--- src/rtl/sg_pkg.sv ---
// ---------------------------------------------------------------------------
// sg_pkg
//
// Shared definitions for the filtered-sample UART transmitter slice.
//
// Contents:
//    DATA_W_DEFAULT  - default width of one filtered-sample word (bits)
//    BYTES_PER_WORD  - number of serial bytes a default-width word becomes
//    tx_state_t      - serial FSM states (IDLE, START, DATA, STOP)
//    bytes_per_word  - helper that turns any word width into a byte count
// ---------------------------------------------------------------------------
package sg_pkg;

    localparam int DATA_W_DEFAULT = 32;
    localparam int BYTES_PER_WORD = DATA_W_DEFAULT / 8;

    // One state per UART bit class; a byte is START + 8 x DATA + STOP.
    typedef enum logic [1:0] {
        IDLE  = 2'd0,
        START = 2'd1,
        DATA  = 2'd2,
        STOP  = 2'd3
    } tx_state_t;

    // Word widths are always whole bytes, so a plain divide is exact.
    function automatic int bytes_per_word(input int width);
        return width / 8;
    endfunction

endpackage : sg_pkg

--- src/rtl/sg_fifo.sv ---
// ---------------------------------------------------------------------------
// sg_fifo
//
// Synchronous single-clock word FIFO that decouples the filtered-sample
// producer from the much slower serial transmitter.
//
// Ports:
//    clk        - clock, all logic on the rising edge
//    rst        - synchronous active-high reset, empties the buffer
//    i_push     - write request; ignored while full
//    i_pushData - word to write
//    i_pop      - read request; ignored while empty
//    o_popData  - word at the head of the FIFO (valid while !o_empty)
//    o_full     - count equals DEPTH
//    o_empty    - count equals zero
//    o_count    - registered number of stored words (0..DEPTH)
//
// DEPTH must be a power of two (at least 2) so the pointers wrap for free.
// ---------------------------------------------------------------------------
module sg_fifo
    import sg_pkg::*;
#(
    parameter int DATA_W = DATA_W_DEFAULT,
    parameter int DEPTH  = 16
)(
    input  logic                     clk,
    input  logic                     rst,
    input  logic                     i_push,
    input  logic [DATA_W-1:0]        i_pushData,
    input  logic                     i_pop,
    output logic [DATA_W-1:0]        o_popData,
    output logic                     o_full,
    output logic                     o_empty,
    output logic [$clog2(DEPTH):0]   o_count
);

    localparam int AW = $clog2(DEPTH);
    localparam int CW = AW + 1;

    logic [DATA_W-1:0] r_mem [DEPTH];
    logic [AW-1:0]     r_wrPtr;
    logic [AW-1:0]     r_rdPtr;
    logic [CW-1:0]     r_count;
    logic              w_doPush;
    logic              w_doPop;

    // Status comes straight from the registered count, so full and empty
    // never glitch and a pop from full only frees a slot on the next cycle.
    assign o_full   = (r_count == CW'(DEPTH));
    assign o_empty  = (r_count == '0);
    assign o_count  = r_count;

    // Requests that cannot be honoured are dropped here, which keeps the
    // pointers and count consistent even if a caller misbehaves.
    assign w_doPush = i_push && !o_full;
    assign w_doPop  = i_pop && !o_empty;

    // Head word is read combinationally so the transmitter can load it on
    // the same edge that it pops.
    assign o_popData = r_mem[r_rdPtr];

    // Storage array: written on accepted pushes only, never reset since the
    // count alone decides which entries are meaningful.
    always_ff @(posedge clk) begin
        if (!rst && w_doPush) begin
            r_mem[r_wrPtr] <= i_pushData;
        end
    end

    // Pointers wrap naturally at DEPTH; the count moves only when exactly
    // one of push/pop happens, so a simultaneous push and pop leaves it put.
    always_ff @(posedge clk) begin
        if (rst) begin
            r_wrPtr <= '0;
            r_rdPtr <= '0;
            r_count <= '0;
        end else begin
            if (w_doPush) begin
                r_wrPtr <= r_wrPtr + AW'(1);
            end
            if (w_doPop) begin
                r_rdPtr <= r_rdPtr + AW'(1);
            end
            case ({w_doPush, w_doPop})
                2'b10:   r_count <= r_count + CW'(1);
                2'b01:   r_count <= r_count - CW'(1);
                default: r_count <= r_count;
            endcase
        end
    end

endmodule : sg_fifo

--- src/rtl/sg_result_tx.sv ---
// ---------------------------------------------------------------------------
// sg_result_tx
//
// Buffers filtered-sample words and ships them out over a UART 8N1 line,
// least-significant byte first, each byte LSB first.  Words of one frame
// and consecutive frames are sent back to back with no idle bits.
//
// Parameters:
//    DATA_W       - sample word width, multiple of 8
//    FIFO_DEPTH   - word buffer depth, power of two
//    CLKS_PER_BIT - clk cycles per serial bit, at least 2
//
// Ports:
//    clk        - clock, all logic on the rising edge
//    rst        - synchronous active-high reset; aborts any frame in flight
//    in_valid   - in_data holds a sample
//    in_data    - two's-complement sample, sent bit-exact
//    in_ready   - a word can be accepted this cycle (buffer not full)
//    tx         - serial line, idle high
//    busy       - a word is being shifted out
//    fifo_count - number of buffered words
//    frame_done - one-cycle pulse as the last stop bit of a word ends
// ---------------------------------------------------------------------------
module sg_result_tx
    import sg_pkg::*;
#(
    parameter int DATA_W       = DATA_W_DEFAULT,
    parameter int FIFO_DEPTH   = 16,
    parameter int CLKS_PER_BIT = 16
)(
    input  logic                          clk,
    input  logic                          rst,
    input  logic                          in_valid,
    input  logic [DATA_W-1:0]             in_data,
    output logic                          in_ready,
    output logic                          tx,
    output logic                          busy,
    output logic [$clog2(FIFO_DEPTH):0]   fifo_count,
    output logic                          frame_done
);

    localparam int NBYTES = bytes_per_word(DATA_W);
    localparam int BW     = (NBYTES > 1) ? $clog2(NBYTES) : 1;
    localparam int TW     = $clog2(CLKS_PER_BIT);

    localparam logic [TW-1:0] TIMER_RELOAD = TW'(CLKS_PER_BIT - 1);
    localparam logic [BW-1:0] LAST_BYTE    = BW'(NBYTES - 1);

    tx_state_t         r_state;
    tx_state_t         w_nextState;
    logic [TW-1:0]     r_bitTimer;
    logic [2:0]        r_bitIdx;
    logic [BW-1:0]     r_byteIdx;
    logic [DATA_W-1:0] r_shift;
    logic [DATA_W-1:0] w_shiftNext;
    logic              r_tx;
    logic              w_txNext;
    logic              r_frameDone;

    logic              w_push;
    logic              w_pop;
    logic              w_full;
    logic              w_empty;
    logic [DATA_W-1:0] w_fifoData;
    logic              w_bitEnd;
    logic              w_loadTimer;
    logic              w_shiftBit;
    logic              w_nextByte;
    logic              w_frameEnd;

    // in_ready depends only on the registered full flag: there is no path
    // that lets a word slip through while the buffer is full, even if the
    // transmitter is popping on the same edge.  Pushes are dropped in reset.
    assign in_ready = !w_full;
    assign w_push   = in_valid && !w_full && !rst;

    sg_fifo #(
        .DATA_W (DATA_W),
        .DEPTH  (FIFO_DEPTH)
    ) u_fifo (
        .clk        (clk),
        .rst        (rst),
        .i_push     (w_push),
        .i_pushData (in_data),
        .i_pop      (w_pop),
        .o_popData  (w_fifoData),
        .o_full     (w_full),
        .o_empty    (w_empty),
        .o_count    (fifo_count)
    );

    // The bit timer counts down from CLKS_PER_BIT-1; reaching zero marks the
    // last cycle of the current bit.
    assign w_bitEnd = (r_bitTimer == '0);

    // Next-state and control decode.  Every bit transition reloads the
    // timer.  Leaving the last STOP of a word raises frame_done and, if the
    // buffer holds another word, pops it and goes straight into START so
    // consecutive frames abut.  The shift register loads on a pop and moves
    // one place right per DATA bit, so r_shift[0] is always the bit on air;
    // after eight shifts the next byte of the word is already in place.
    always_comb begin
        w_nextState = r_state;
        w_pop       = 1'b0;
        w_loadTimer = 1'b0;
        w_shiftBit  = 1'b0;
        w_nextByte  = 1'b0;
        w_frameEnd  = 1'b0;
        w_shiftNext = r_shift;
        w_txNext    = 1'b1;

        case (r_state)
            IDLE: begin
                if (!w_empty) begin
                    w_pop       = 1'b1;
                    w_loadTimer = 1'b1;
                    w_nextState = START;
                end
            end
            START: begin
                if (w_bitEnd) begin
                    w_loadTimer = 1'b1;
                    w_nextState = DATA;
                end
            end
            DATA: begin
                if (w_bitEnd) begin
                    w_loadTimer = 1'b1;
                    w_shiftBit  = 1'b1;
                    if (r_bitIdx == 3'd7) begin
                        w_nextState = STOP;
                    end
                end
            end
            STOP: begin
                if (w_bitEnd) begin
                    w_loadTimer = 1'b1;
                    if (r_byteIdx == LAST_BYTE) begin
                        w_frameEnd = 1'b1;
                        if (!w_empty) begin
                            w_pop       = 1'b1;
                            w_nextState = START;
                        end else begin
                            w_nextState = IDLE;
                        end
                    end else begin
                        w_nextByte  = 1'b1;
                        w_nextState = START;
                    end
                end
            end
            default: begin
                w_nextState = IDLE;
            end
        endcase

        if (w_pop) begin
            w_shiftNext = w_fifoData;
        end else if (w_shiftBit) begin
            w_shiftNext = r_shift >> 1;
        end

        case (w_nextState)
            START:   w_txNext = 1'b0;
            DATA:    w_txNext = w_shiftNext[0];
            default: w_txNext = 1'b1;
        endcase
    end

    // State register.
    always_ff @(posedge clk) begin
        if (rst) begin
            r_state <= IDLE;
        end else begin
            r_state <= w_nextState;
        end
    end

    // Datapath registers.  tx is registered from the next-state decode so
    // the line is glitch-free and falls on the very edge that pops a word.
    // Reset forces the line high at once, abandoning any frame in flight
    // without a frame_done.
    always_ff @(posedge clk) begin
        if (rst) begin
            r_bitTimer  <= '0;
            r_bitIdx    <= '0;
            r_byteIdx   <= '0;
            r_shift     <= '0;
            r_tx        <= 1'b1;
            r_frameDone <= 1'b0;
        end else begin
            if (w_loadTimer) begin
                r_bitTimer <= TIMER_RELOAD;
            end else if (!w_bitEnd) begin
                r_bitTimer <= r_bitTimer - TW'(1);
            end

            if (w_pop) begin
                r_bitIdx <= '0;
            end else if (w_shiftBit) begin
                r_bitIdx <= r_bitIdx + 3'd1;
            end

            if (w_pop) begin
                r_byteIdx <= '0;
            end else if (w_nextByte) begin
                r_byteIdx <= r_byteIdx + BW'(1);
            end

            r_shift     <= w_shiftNext;
            r_tx        <= w_txNext;
            r_frameDone <= w_frameEnd;
        end
    end

    assign tx         = r_tx;
    assign busy       = (r_state != IDLE);
    assign frame_done = r_frameDone;

endmodule : sg_result_tx

--- config.mk ---
export PLATFORM = sky130hd
export DESIGN_NAME = sg_result_tx
export DESIGN_NICKNAME = d
export VERILOG_FILES = /design/src/rtl/sg_pkg.sv /design/src/rtl/sg_fifo.sv /design/src/rtl/sg_result_tx.sv
export SDC_FILE = /design/constraint.sdc
export NUM_CORES = 1
export LEC_CHECK = 0
export BUFFER_PORTS_ARGS = -buffer_cell sky130_fd_sc_hd__buf_2
export CAP_MARGIN = 0
export CORE_MARGIN = 5
export CORE_UTILIZATION = 46
export DETAILED_ROUTE_END_ITERATION = 12
export GPL_ROUTABILITY_DRIVEN = 0
export PLACE_DENSITY = 0.71
export SYNTH_ARGS = -nofsm -noshare
export SYNTH_HDL_FRONTEND = slang
export SYNTH_SLANG_ARGS = --single-unit
export TNS_END_PERCENT = 10
--- constraint.sdc ---
create_clock -name clk -period 12.3 [get_ports clk]
set_input_delay 0.615 -clock clk [delete_from_list [all_inputs] [get_ports clk]]
set_output_delay 0.615 -clock clk [all_outputs]
set_load 0.005 [all_outputs]
## Yosys cells after proc, flatten, opt, wreduce, memory -nomap -nowiden

Memory sizes are Yosys's and may differ from the RTL's. A register that Yosys moved wholly into a read port is not among the register bits.
Cells that the tools add are included.

| word-level totals | value |
|---|---|
| register bits | 58 |
| latch bits | 0 |
| RAM bits | 512 |
| ROM bits | 0 |
| bits of input ports | 35 |
| output and inout bits | 9 |
| word-level logic and storage cells | 78 |
| memories kept | 1 |

| operators by class | value |
|---|---|
| $add $sub $neg | 7 |
| multipliers | 0 |
| divide/modulo/power cells | 0 |
| order comparisons | 0 |
| eq/ne operators | 11 |
| shift-type cells | 0 |
| mux-type cells | 29 |
| bitwise logic cells | 2 |
| reduce and logical (&&, ||, !) cells | 17 |

Memories:

| name | words | bits a word | rd ports | clocked after memory_dff | wr ports | line | RTL |
|---|---|---|---|---|---|---|---|
| u_fifo.r_mem | 16 | 32 | 1 | 1 | 1 | sg_fifo.sv:40 | `logic [DATA_W-1:0] r_mem [DEPTH];` |

Operators by type and width:

| cell | count |
|---|---|
| $mux 32 | 2 |
| $mux 4 | 4 |
| $mux 1 | 12 |
| $mux 2 | 6 |
| $eq 2x2->1 const B | 5 |
| $pmux 5 s2 | 1 |
| $add 4x1->4 const B | 2 |
| $pmux 2 s4 | 1 |
| $eq 2x1->1 const B | 3 |
| $pmux 1 s2 | 3 |
| $reduce_bool 2->1 | 3 |
| $reduce_or 3->1 | 2 |
| $add 5x1->5 const B | 1 |
| $eq 5x5->1 const B | 1 |
| $logic_and 1x1->1 | 5 |
| $logic_not 5->1 | 1 |
| $sub 5x1->5 const B | 1 |
| $logic_not 4->1 | 1 |
| $sub 4x1->4 const B | 1 |
| $add 3x1->3 const B | 1 |
| $eq 3x3->1 const B | 1 |
| $logic_not 1->1 | 3 |
| $add 2x1->2 const B | 1 |
| $logic_not 2->1 | 1 |
| other kinds (3) | 4 |

## Logic depth before layout (Yosys ltp)

| depth | value |
|---|---|
| word-level depth | 8 |
| mapped depth | 15 |
| mapped depth without buffers | 14 |

## Modules after synthesis

From an unflattened synthesis, not the netlist that was laid out.

| second synthesis, totals | value |
|---|---|
| cell total of the unflattened synthesis | 1165 |
| area total of the unflattened synthesis | 22434.0 µm² |

Modules (own cells, without submodules):

| module | instances | cells an instance | area an instance (µm²) |
|---|---|---|---|
| sg_fifo | 1 | 901 | 20075.5 |
| sg_result_tx | 1 | 264 | 2358.5 |

## Worst setup path after synthesis

Ideal clock, no wire load.

| path | value |
|---|---|
| kind | in2reg |
| from | input rst |
| to | memory u_fifo.r_mem[3][0] in the netlist's numbering (enable) |
| library setup time | 0.461 ns |
| arrival time | 3.608 ns |
| slack | 8.231 ns |
| stages | 4 |
| path buffers | 1 |
| cells stage by stage | clkbuf_1 -> a211oi_1 -> nand2_1 -> nor3_1 |

| on the way | value |
|---|---|
| word-level cells in the longest chain between the ends | 6 |

RTL lines:

| item | line | RTL |
|---|---|---|
| start, declared | sg_result_tx.sv:32 | `input logic rst,` |
| $logic_not 1->1 * | sg_fifo.sv:65, sg_result_tx.sv:75 |  |
| $logic_and 1x1->1 | sg_result_tx.sv:75 | `assign w_push = in_valid && !w_full && !rst;` |
| $logic_and 1x1->1 | sg_fifo.sv:55 | `assign w_doPush = i_push && !o_full;` |
| $logic_and 1x1->1 * | sg_fifo.sv:65 | `if (!rst && w_doPush) begin` |
| $mux 1 * | sg_fifo.sv:65 |  |
| $mux 1 (implied by the code) * | sg_fifo.sv:66 | `r_mem[r_wrPtr] <= i_pushData;` |
| end, declared | sg_fifo.sv:40 |  |

Every way passes the cells marked *; elsewhere a longest branch is shown, timed or not.

## Worst setup path after layout

| path | value |
|---|---|
| from | register u_fifo.r_count[1], in the netlist u_fifo.o_count[1] |
| to | register u_fifo.r_count[4], in the netlist u_fifo.o_count[4] |

| on the way | value |
|---|---|
| word-level cells in the longest chain between the ends | 8 |

RTL lines:

| item | line | RTL |
|---|---|---|
| start, declared | sg_fifo.sv:43 | `logic [CW-1:0] r_count;` |
| start signal, assigned | sg_fifo.sv:85 | `2'b10: r_count <= r_count + CW'(1);` |
| start signal, assigned | sg_fifo.sv:86 | `2'b01: r_count <= r_count - CW'(1);` |
| start signal, assigned | sg_fifo.sv:87 | `default: r_count <= r_count;` |
| $logic_not 5->1 | sg_fifo.sv:50 | `assign o_empty = (r_count == '0);` |
| $mux 1 | sg_result_tx.sv:114, sg_result_tx.sv:140 |  |
| $mux 1 | sg_result_tx.sv:138 | `if (r_byteIdx == LAST_BYTE) begin` |
| $mux 1 | sg_result_tx.sv:136 | `if (w_bitEnd) begin` |
| $pmux 1 s2 | sg_result_tx.sv:112 | `case (r_state)` |
| $logic_and 1x1->1 | sg_fifo.sv:56 | `assign w_doPop = i_pop && !o_empty;` |
| $eq 2x1->1 / $eq 2x2->1 (equally long branches) | sg_fifo.sv:84 | `case ({w_doPush, w_doPop})` |
| $pmux 5 s2 / $reduce_bool 2->1 (equally long branches) | -- |  |

Several ways; a longest one is shown, not always the timed one.
A chain may end at the register's enable or synchronous reset.

==> qor.yml <==
fmax_mhz: 253
syn-mean-instance-area_um2: 21.0
drive_above_1_share_pct: 28.5
wl_met3_um: 3020
path_cells: "nor4_2, a21oi_1, nand2_2, buf_4, inv_2, ha_1, xor2_1, ha_1, o21a_1, o22a_1, a21oi_1, mux2i_1, mux2_2"
power_density_mw_per_mm2: 189
arrival_ns: 4.41
synth-seq-cells: 574
cp.buffers_inverters: 2
fin_skew_ns: 0.0313
top_layer_used: "met5"
cts_root_buffer: "clkbuf_16"
tns_ns: 0
h-tree-depth: 2
nNetsFinal: 1178
whs_ns: 0.385
cts_setup_buffers: 0
grt.overflow.total: 0
ys_seq_area_share_pct: 74.6
ys.flop_type: "edfxtp_1"
rows: 80
maxCapViolCount: 0
port-buffer-count: 43
yosysWarnings: 0
fp.dieArea_mm2: 0.0529
detail-route-antenna-nets: 0
layout_common_cells: "edfxtp_1, mux4_2, dfxtp_1"
drc: 0
syn_area_mm2: 0.0223
clk_latency_ns: 0.60
tritoncts: "done"
slew_violations: 0
outcome: "completed"
post-dp-hpwl_um: 22100
clock_sinks: 574
final_common_cell: "edfxtp_1"
initial_core_util_pct: 46.6
synthDistinctLibCells: 47
hold_buffers: 0
hold_depth: 1
routed_wl_um: 45000
grt_setup_unrepaired: "false"
fp.dieH_um: 230
p_leak_nw: 7.73
grt_pass1_wl_um: 68300
place_ws_ns: 8.39
grtUsageTotal_pct: 17.1
peakVddDrop_mv: 0.125
cp-end-kind: "flip-flop"
cp.required_ns: 12.77
cts_buffer_depth: 3
critical_path.top_delay_family: "buffers and inverters"
syn_nets: 1113
hold_path_class: "in2reg"
grt_max_degree: 70
area_growth_pct: 12.4
die_w_um: 230
antenna_found_initial: 4
hold_viol_final: 0
post_cts_resized: 0
cp.depth: 13
vias: 10400
crit_type: "reg2reg"
core_area_mm2: 0.0478
setup_viol_count_final: 0
async_flop_share_pct: 0
critPathMaxStageDelay_ns: 0.53
synthCells: 1059
cpMaxStageDelayCell: "buf_4"
layout_setup_ws_ns: 8.36
dr.pass1.iters: 5
final_util_pct: 52.4
cp_max_fo: 63
drt-vias-per-instance: 5.83
min_period_ns: 3.94
clk_pin_slew_ns: 0.06
first_global_vias: 10800
avgRoutedWirePerCell_um: 25.2
r2r_cells: 13
cts_buffers: 55
start_kind: "flip-flop"
synth_edf_count: 512
pin_count: 44
wl_met2_um: 22100
slew_headroom_pct: 30.1
tightest_slew_ns: 1.05
period_share_pct: 32.1
dr.first_iter.drc_count: 1023
wl_met1_um: 18800
==> report_power, final <==
part | leakage, nW | total [mW] | internal [mW] | switching (mW)
clock network | 0.848 | 1.62 | 0.924 | 0.696
registers | 5.12 | 2.29 | 2.21 | 0.0833
logic | 1.76 | 0.820 | 0.390 | 0.429
total | 7.73 | 4.73 | 3.52 | 1.21
==> area by class of cell <==
| class | instances | area (um2) |
|---|---|---|
| flip-flops and latches | 574 | 16600 |
| diodes | 1 | 2.50 |
| repair buffers | 69 | 410 |
| clock inverters | 28 | 238 |
| multi-input cells | 412 | 5450 |
| inverters | 12 | 45.0 |
| clock buffers | 75 | 1510 |
| well taps | 615 | 769 |
| fillers | 3684 | 22800 |
==> registers in the layout, indices dropped and copies added (netlist names), named ones only <==
register and count:
r_bitIdx 3, u_fifo.r_mem 512, r_state 2, u_fifo.o_count 5, u_fifo.r_rdPtr 4, u_fifo.r_wrPtr 4, r_shift 32, frame_done 1
r_byteIdx 2, tx 1, r_bitTimer 4
==> synth_stat cells, types with 2 or more instances <==
cell	count	share of area (%)
mux2_2	2	0.10
a21oi_1	12	0.27
ha_1	19	1.1
mux4_2	159	16
nand2b_1	2	0.056
buf_6	5	0.25
o21a_1	2	0.067
dfxtp_1	62	5.6
nor2_1	63	1.1
nor2b_1	3	0.084
nand3b_1	2	0.067
mux2i_1	39	1.8
nand3_1	2	0.045
nor4bb_1	2	0.090
a21boi_0	2	0.067
nor3_1	13	0.29
buf_2	22	0.49
clkbuf_1	25	0.42
inv_1	11	0.19
edfxtp_1	512	69
nand2_1	19	0.32
buf_1	8	0.13
xor2_1	9	0.35
o21ai_0	4	0.090
xnor2_1	4	0.16
a211oi_1	33	1.1
or3b_1	3	0.12
==> kinds of logic (layout without fill, tap and decap cells) <==
group	Yosys count	count (layout)	synth area share (%)
adders and majority gates	19	19	1.07
buffers and inverters	73	184	1.54
DFF	574	574	74.6
AOI/OAI and AO/OA	64	64	2.00
xor gates and xnor gates	13	13	0.511
other	0	1	0
muxes	200	200	17.9
and+or+nand+nor	116	116	2.37
==> path summary, 6_finish.rpt <==
| check | from | end | slack (ns) |
|---|---|---|---|
| worst max-delay path | u_fifo.o_count[1]$_SDFFE_PP0P_ | u_fifo.o_count[4]$_SDFFE_PP0P_ | 8.36 |
| worst min-delay path | in_data[20] | u_fifo.r_mem[2][20]$_DFFE_PP_ | 0.38 |
| worst max register to register | u_fifo.o_count[1]$_SDFFE_PP0P_ | u_fifo.o_count[4]$_SDFFE_PP0P_ | 8.36 |
| worst min register to register | u_fifo.r_rdPtr[1]$_SDFFE_PP0N_ | flip-flop | 0.49 |
==> routing by layer <==
metal  global-route usage, %  vias to the layer above
met5                       0                        -
met4                    4.69                        6
met3                    3.15                       75
met2                    28.3                      359
met1                    23.6                     5458
li1                        -                     4506
==> stage by stage <==
stage	total power, mW	area [um2]	cells
floorplan	2.95	22300	1059
global placement	3.13	23300	1682
detailed placement	3.15	23300	1682
CTS	4.78	25000	1785
global route	4.95	25000	1785
finish	4.73	25000	1786
(Power assumes the default switching activity.)
